$ cat src/rtl/moving_avg_param_pkg.sv
// rtl/moving_avg_param_pkg.sv - shared constants for the moving-average filter
package moving_avg_param_pkg;

    localparam int DEF_WIDTH      = 10;
    localparam int DEF_LOG2_DEPTH = 4;

    localparam int ROUND_FLOOR    = 0;
    localparam int ROUND_HALF_UP  = 1;

endpackage

$ cat src/rtl/mavg_ring_buf.sv
// rtl/mavg_ring_buf.sv - sample storage: one synchronous write port, one combinational read port
module mavg_ring_buf #(
    parameter int WIDTH = 10,
    parameter int AW    = 4
) (
    input  logic             clk,
    input  logic             we,
    input  logic [AW-1:0]    waddr,
    input  logic [WIDTH-1:0] wdata,
    input  logic [AW-1:0]    raddr,
    output logic [WIDTH-1:0] rdata
);

    logic [WIDTH-1:0] r_mem [2**AW];

    // Contents are deliberately never cleared; the count gating upstream keeps stale entries out.
    always_ff @(posedge clk) begin
        if (we) begin
            r_mem[waddr] <= wdata;
        end
    end

    assign rdata = r_mem[raddr];

endmodule

$ cat src/rtl/moving_avg_param.sv
// rtl/moving_avg_param.sv - streaming mean of the last 2**win_sel samples via a running sum
module moving_avg_param
    import moving_avg_param_pkg::*;
#(
    parameter int WIDTH      = DEF_WIDTH,
    parameter int LOG2_DEPTH = DEF_LOG2_DEPTH,
    parameter int ROUND      = ROUND_FLOOR,
    parameter int WSEL_W     = $clog2(LOG2_DEPTH + 1)
) (
    input  logic              clk,
    input  logic              RST,
    input  logic              e_in,
    input  logic [WIDTH-1:0]  data_in,
    input  logic [WSEL_W-1:0] win_sel,
    output logic [WIDTH-1:0]  data_out,
    output logic              e_out,
    output logic              filled
);

    localparam int SW = WIDTH + LOG2_DEPTH;
    localparam int CW = LOG2_DEPTH + 1;

    logic [LOG2_DEPTH-1:0] r_wr_ptr;
    logic [CW-1:0]         r_count;
    logic [SW-1:0]         r_sum;
    logic [WSEL_W-1:0]     r_win_q;
    logic [WIDTH-1:0]      r_data_out;
    logic                  r_e_out;
    logic                  r_filled;

    logic [WSEL_W-1:0]     w_k;
    logic [CW-1:0]         w_n;
    logic                  w_restart;
    logic [LOG2_DEPTH-1:0] w_ptr;
    logic [CW-1:0]         w_cnt;
    logic [SW-1:0]         w_sum;
    logic [LOG2_DEPTH-1:0] w_raddr;
    logic [WIDTH-1:0]      w_rdata;
    logic [WIDTH-1:0]      w_old;
    logic [SW-1:0]         w_sum_next;
    logic [CW-1:0]         w_cnt_next;
    logic [SW:0]           w_rnd;
    logic [WIDTH-1:0]      w_avg;
    logic                  w_we;

    always_comb begin
        w_k = win_sel;
        if (win_sel > WSEL_W'(LOG2_DEPTH)) begin
            w_k = WSEL_W'(LOG2_DEPTH);
        end
    end

    assign w_n       = CW'(1) << w_k;
    assign w_restart = (w_k != r_win_q);

    // A window change restarts the accumulation; an accept on the same edge starts the new window.
    assign w_ptr = w_restart ? '0 : r_wr_ptr;
    assign w_cnt = w_restart ? '0 : r_count;
    assign w_sum = w_restart ? '0 : r_sum;

    // N == DEPTH truncates to 0 here, which correctly addresses the slot about to be overwritten.
    assign w_raddr = r_wr_ptr - w_n[LOG2_DEPTH-1:0];
    assign w_old   = (w_cnt == w_n) ? w_rdata : '0;

    assign w_sum_next = w_sum + SW'(data_in) - SW'(w_old);
    assign w_cnt_next = (w_cnt == w_n) ? w_n : w_cnt + CW'(1);

    // (1 << k) >> 1 yields 2**(k-1) for k > 0 and 0 for k == 0.
    assign w_rnd = (ROUND == ROUND_HALF_UP) ? ((SW'(1) << w_k) >> 1) : '0;
    assign w_avg = WIDTH'(({1'b0, w_sum_next} + w_rnd) >> w_k);

    assign w_we = e_in && !RST;

    mavg_ring_buf #(
        .WIDTH (WIDTH),
        .AW    (LOG2_DEPTH)
    ) u_ring_buf (
        .clk   (clk),
        .we    (w_we),
        .waddr (w_ptr),
        .wdata (data_in),
        .raddr (w_raddr),
        .rdata (w_rdata)
    );

    always_ff @(posedge clk) begin
        if (RST) begin
            r_wr_ptr   <= '0;
            r_count    <= '0;
            r_sum      <= '0;
            r_win_q    <= '0;
            r_data_out <= '0;
            r_e_out    <= 1'b0;
            r_filled   <= 1'b0;
        end else begin
            r_e_out <= 1'b0;
            if (w_restart) begin
                r_win_q  <= w_k;
                r_wr_ptr <= '0;
                r_count  <= '0;
                r_sum    <= '0;
                r_filled <= 1'b0;
            end
            if (e_in) begin
                r_wr_ptr   <= w_ptr + LOG2_DEPTH'(1);
                r_count    <= w_cnt_next;
                r_sum      <= w_sum_next;
                r_filled   <= (w_cnt_next == w_n);
                r_data_out <= w_avg;
                r_e_out    <= 1'b1;
            end
        end
    end

    assign data_out = r_data_out;
    assign e_out    = r_e_out;
    assign filled   = r_filled;

endmodule

$ cat config.mk
export PLATFORM = sky130hd
export DESIGN_NAME = moving_avg_param
export DESIGN_NICKNAME = d
export VERILOG_FILES = /design/src/rtl/moving_avg_param_pkg.sv /design/src/rtl/mavg_ring_buf.sv /design/src/rtl/moving_avg_param.sv
export SDC_FILE = /design/constraint.sdc
export NUM_CORES = 1
export LEC_CHECK = 0
export CAP_MARGIN = 20
export CORE_ASPECT_RATIO = 1.75
export CORE_MARGIN = 1
export CORE_UTILIZATION = 50
export DETAILED_ROUTE_END_ITERATION = 8
export GPL_ROUTABILITY_DRIVEN = 0
export PLACE_DENSITY_LB_ADDON = 0.1
export SYNTH_ARGS = -nofsm -noshare
export SYNTH_HDL_FRONTEND = slang
export SYNTH_HIERARCHICAL = 1
export SYNTH_SLANG_ARGS = --single-unit
$ cat constraint.sdc
create_clock -name clk -period 7.7 [get_ports clk]
set_input_delay 1.155 -clock clk [delete_from_list [all_inputs] [get_ports clk]]
set_output_delay 1.155 -clock clk [all_outputs]
set_load 0.05 [all_outputs]
==> impl_results.md <==
* Logic pwr share at 21.5%
* Root Buffer Master: clkbuf_16
* Kind of critical path: primary input to register
* Tcrit/Tclk final at 86.7%
* P_sw at 0.766 mW
* Sequential Power Share at 45.1%
* CP max stage cell: nor2b_1
* Syn. warnings at 6
* Combinational family with the most area after synthesis: multiplexers
* Req. time, crit path at 8.06 ns
* Highest Clock Rate at 150 MHz
* Die Y at 185 µm
* Routed Wire Length at 21000 µm
* Post-CTS Resized at 0
* First-pass GRT wire length at 33000 µm
* Max-Cap Viols at 0
* Fin Setup TNS at 0 ns
* Vias in the first global route at 6062
* Port bufs at 27
* Ranking of synthesized cells by area: edfxtp_1 50%, dfxtp_1 8.0%, mux4_2 7.1%
* Sw frac at 29.0%
* Sequential-to-total area share from yosys stat at 58.3%
* CP peak stage delay at 0.79 ns
* Total die area at 19700 µm²
* Internal power at 1.87 mW
* Post-synthesis cell count at 696
* Worst-margin pin slew at 1.08 ns
* CTS hold repair buffers at 0
* CP cell instances: clkdlybuf4s50_1 > inv_2 > nand2_1 > nor2_1 > inv_1 > ha_1 > a21o_1 > a21oi_1 > xnor2_1 > nor2b_1 > a22oi_1 > nand2_1 > and2_1 > fa_1 > inv_1 > ha_1 > a21oi_1 > o211ai_1 > o32ai_1 > nor3_2 > mux4_2 > o21ba_1 > nor3_2
* Post-synthesis xor/xnor area fraction at 2.28%
* Detailed-route via count at 5767
* DIE WIDTH at 106 µm
* Top cell type's share of synthesized area at 50.4%
* RSZ-0062 raised after global routing: no
* CP arrival at 7.04 ns
* Nets at 782
* Largest net degree at the start of global routing at 49
* Setup violations, final at 0
* Leak at 3.78 nW
* CTS tree: built
* PwrDens at 245 nW/µm²
* Flops & latches, synth at 198
* Register area at 5570 µm²
* Post-synth ARST share at 0%
* Yosys cell types at 71
* Mean Syn Cell Area at 13.7 µm²
* Most used DFF post-synth: edfxtp_1
* EDFF count, synth at 160
* Clock power share at 33.4%
* Synth Area in Compound Gates at 9.59%
* Clk sinks at 198
* Worst IR Drop VDD at 187 µV
* Fraction of layout cells with a size suffix above 1 at 14.8%
* WL per Instance at 21.2 µm
* Ant diodes at 0
* Period minus WS final at 6.68 ns
* Dpl hpwl at 15200 µm
* Setup Skew at 0.0126 ns
* Worst-skew pair later-pin latency at 0.44 ns
* Adder-cell share of the synthesized area at 4.80%
* Slew margin rel. at 27.5%
* Syn_nets at 742
* Initial antenna violation count at 0
* Synth Area in Simple Gates at 9.78%
* Max Transition Viols Final at 0
* # DRC at 0
* Final hold slack at 0.449 ns
* Clock buffer depth at 2
* R2R Setup Slk at 2.35 ns
* Post-layout util at 57.6%
* Cell Area, Synth at 9540 µm²
* Area delta synth->final at 12.7%
* DRT iter0 DRCs at 456
* Post-synthesis mux area share at 11.4%
* Fillcell total at 1574
* Row cnt at 66
* Starting density of the core at 51.1%
* Crit. End Element: register
* Area leader, netlist: edfxtp_1
* Ports at 28
* Critical Path Source Type: primary input
* Setup bufs post-CTS at 0
* H-Tree Depth at 4
* Drt via density at 5.84
* Multi-input logic area at 3610 µm²
* HP Class: register to register
* Remaining antenna violation count at 0
* Worst-path clk slew at 0.08 ns
* CP Max Fanout at 10
* Num CTS Buffers at 17
* Final Hold Fails at 0
* Status: completed
* Gr usage total at 22.8%
* GRT overflow at 0
* Core ar. at 18700 µm²
* DR pass1 iterations at 5
[path summary, 6_finish.rpt]
check	cells after the start	end	startpoint
hold reg to reg	2	filled	filled
setup reg to reg	18	data_out[6]	r_wr_ptr[0]
hold / removal	2	filled	filled
setup / recovery	23	data_out[6]	win_sel[2]
[worst max-delay path: cells and delay by family]
| kind | cells | cell delay (ns) |
|---|---|---|
| adders and majority gates | 3 | 0.96 |
| and+or+nand+nor | 7 | 1.74 |
| buffers and inverters | 4 | 0.83 |
| AOI/OAI and AO/OA | 7 | 1.71 |
| muxes | 1 | 0.49 |
| xor gates and xnor gates | 1 | 0.14 |
[synthesized netlist by cell type (3+ instances only)]
cell type and number:
edfxtp_1 160, inv_1 45, nor3_2 3, nand3b_1 6, o21ai_1 3, a21o_1 5
nor3_1 12, mux4_1 12, nor2_1 66, xor2_1 8, mux2_2 3, a21oi_1 22
o211ai_1 10, a22oi_1 21, and2_1 17, o31ai_1 3, nand3_1 8, nand2_1 48
ha_1 19, mux4_2 30, o21a_1 3, a311oi_1 4, nand2b_1 5, buf_4 4
buf_1 7, nand4_1 5, dfxtp_1 38, o21ai_0 11, a31oi_1 7, buf_6 3
nor2b_1 6, o211a_1 3, mux2i_1 6, clkbuf_1 15, a211oi_1 14, xnor2_1 10
fa_1 11
[through the flow]
step           total power [mW]  cells  cell area (µm²)  setup slack (ns)
5_1_grt                    2.75    987            10800             0.551
3_3_place_gp               1.77    947            10100             0.662
4_1_cts                    2.66    983            10700              1.02
3_5_place_dp               1.78    951            10100             0.622
6_report                   2.64    987            10800              1.02
2_1_floorplan              1.61    696             9540              1.56
[metal layers]
| layer | global-route usage (%) | vias to the layer above | share of wire (%) |
|---|---|---|---|
| met5 | 0 | - | 0 |
| met4 | 11.7 | 0 | 3.0 |
| met3 | 2.83 | 39 | 2.7 |
| met2 | 44.1 | 125 | 58 |
| met1 | 23.7 | 2887 | 36 |
| li1 | - | 2716 | - |
[flip-flops by register name, summed over array words and instances (netlist names)]
signal            cells
r_count               5
r_win_q               3
data_out             10
e_out                 1
r_wr_ptr              4
filled                1
u_ring_buf/r_mem    160
r_sum                14
[final cells by class]
| class | instances | area share (%) |
|---|---|---|
| flip-flops and latches | 198 | 51.8 |
| multi-input cells | 417 | 33.6 |
| clock buffers | 17 | 3.96 |
| repair buffers | 54 | 4.77 |
| inverters | 48 | 1.68 |
| clock inverters | 15 | 1.50 |
| well taps | 238 | 2.77 |
[cells in the final DEF (no fill, tap or decap), types with 21 or more instances in the layout]
cell / count
buf_4: 21
mux4_2: 30
nor2_1: 66
dfxtp_1: 38
nand2_1: 48
edfxtp_1: 160
clkdlybuf4s50_1: 27
a21oi_1: 22
inv_1: 44
a22oi_1: 21
[cells by family (layout without fill, tap and decap cells)]
family	after synthesis	in the layout
fa+ha+maj	30	30
flops	198	198
compound gates	125	125
mux	51	51
simple gates	190	190
buf+inv	81	134
xor+xnor	21	21
[power groups by stage]
stage	sequential, mW	clock [mW]	combinational, mW
detailed placement	1.21	0	0.566
floorplan	1.24	0	0.369
finish	1.19	0.881	0.566
CTS	1.19	0.901	0.569
global placement	1.21	0	0.559
global route	1.19	0.935	0.620
Power figures use the tool's default switching activity.
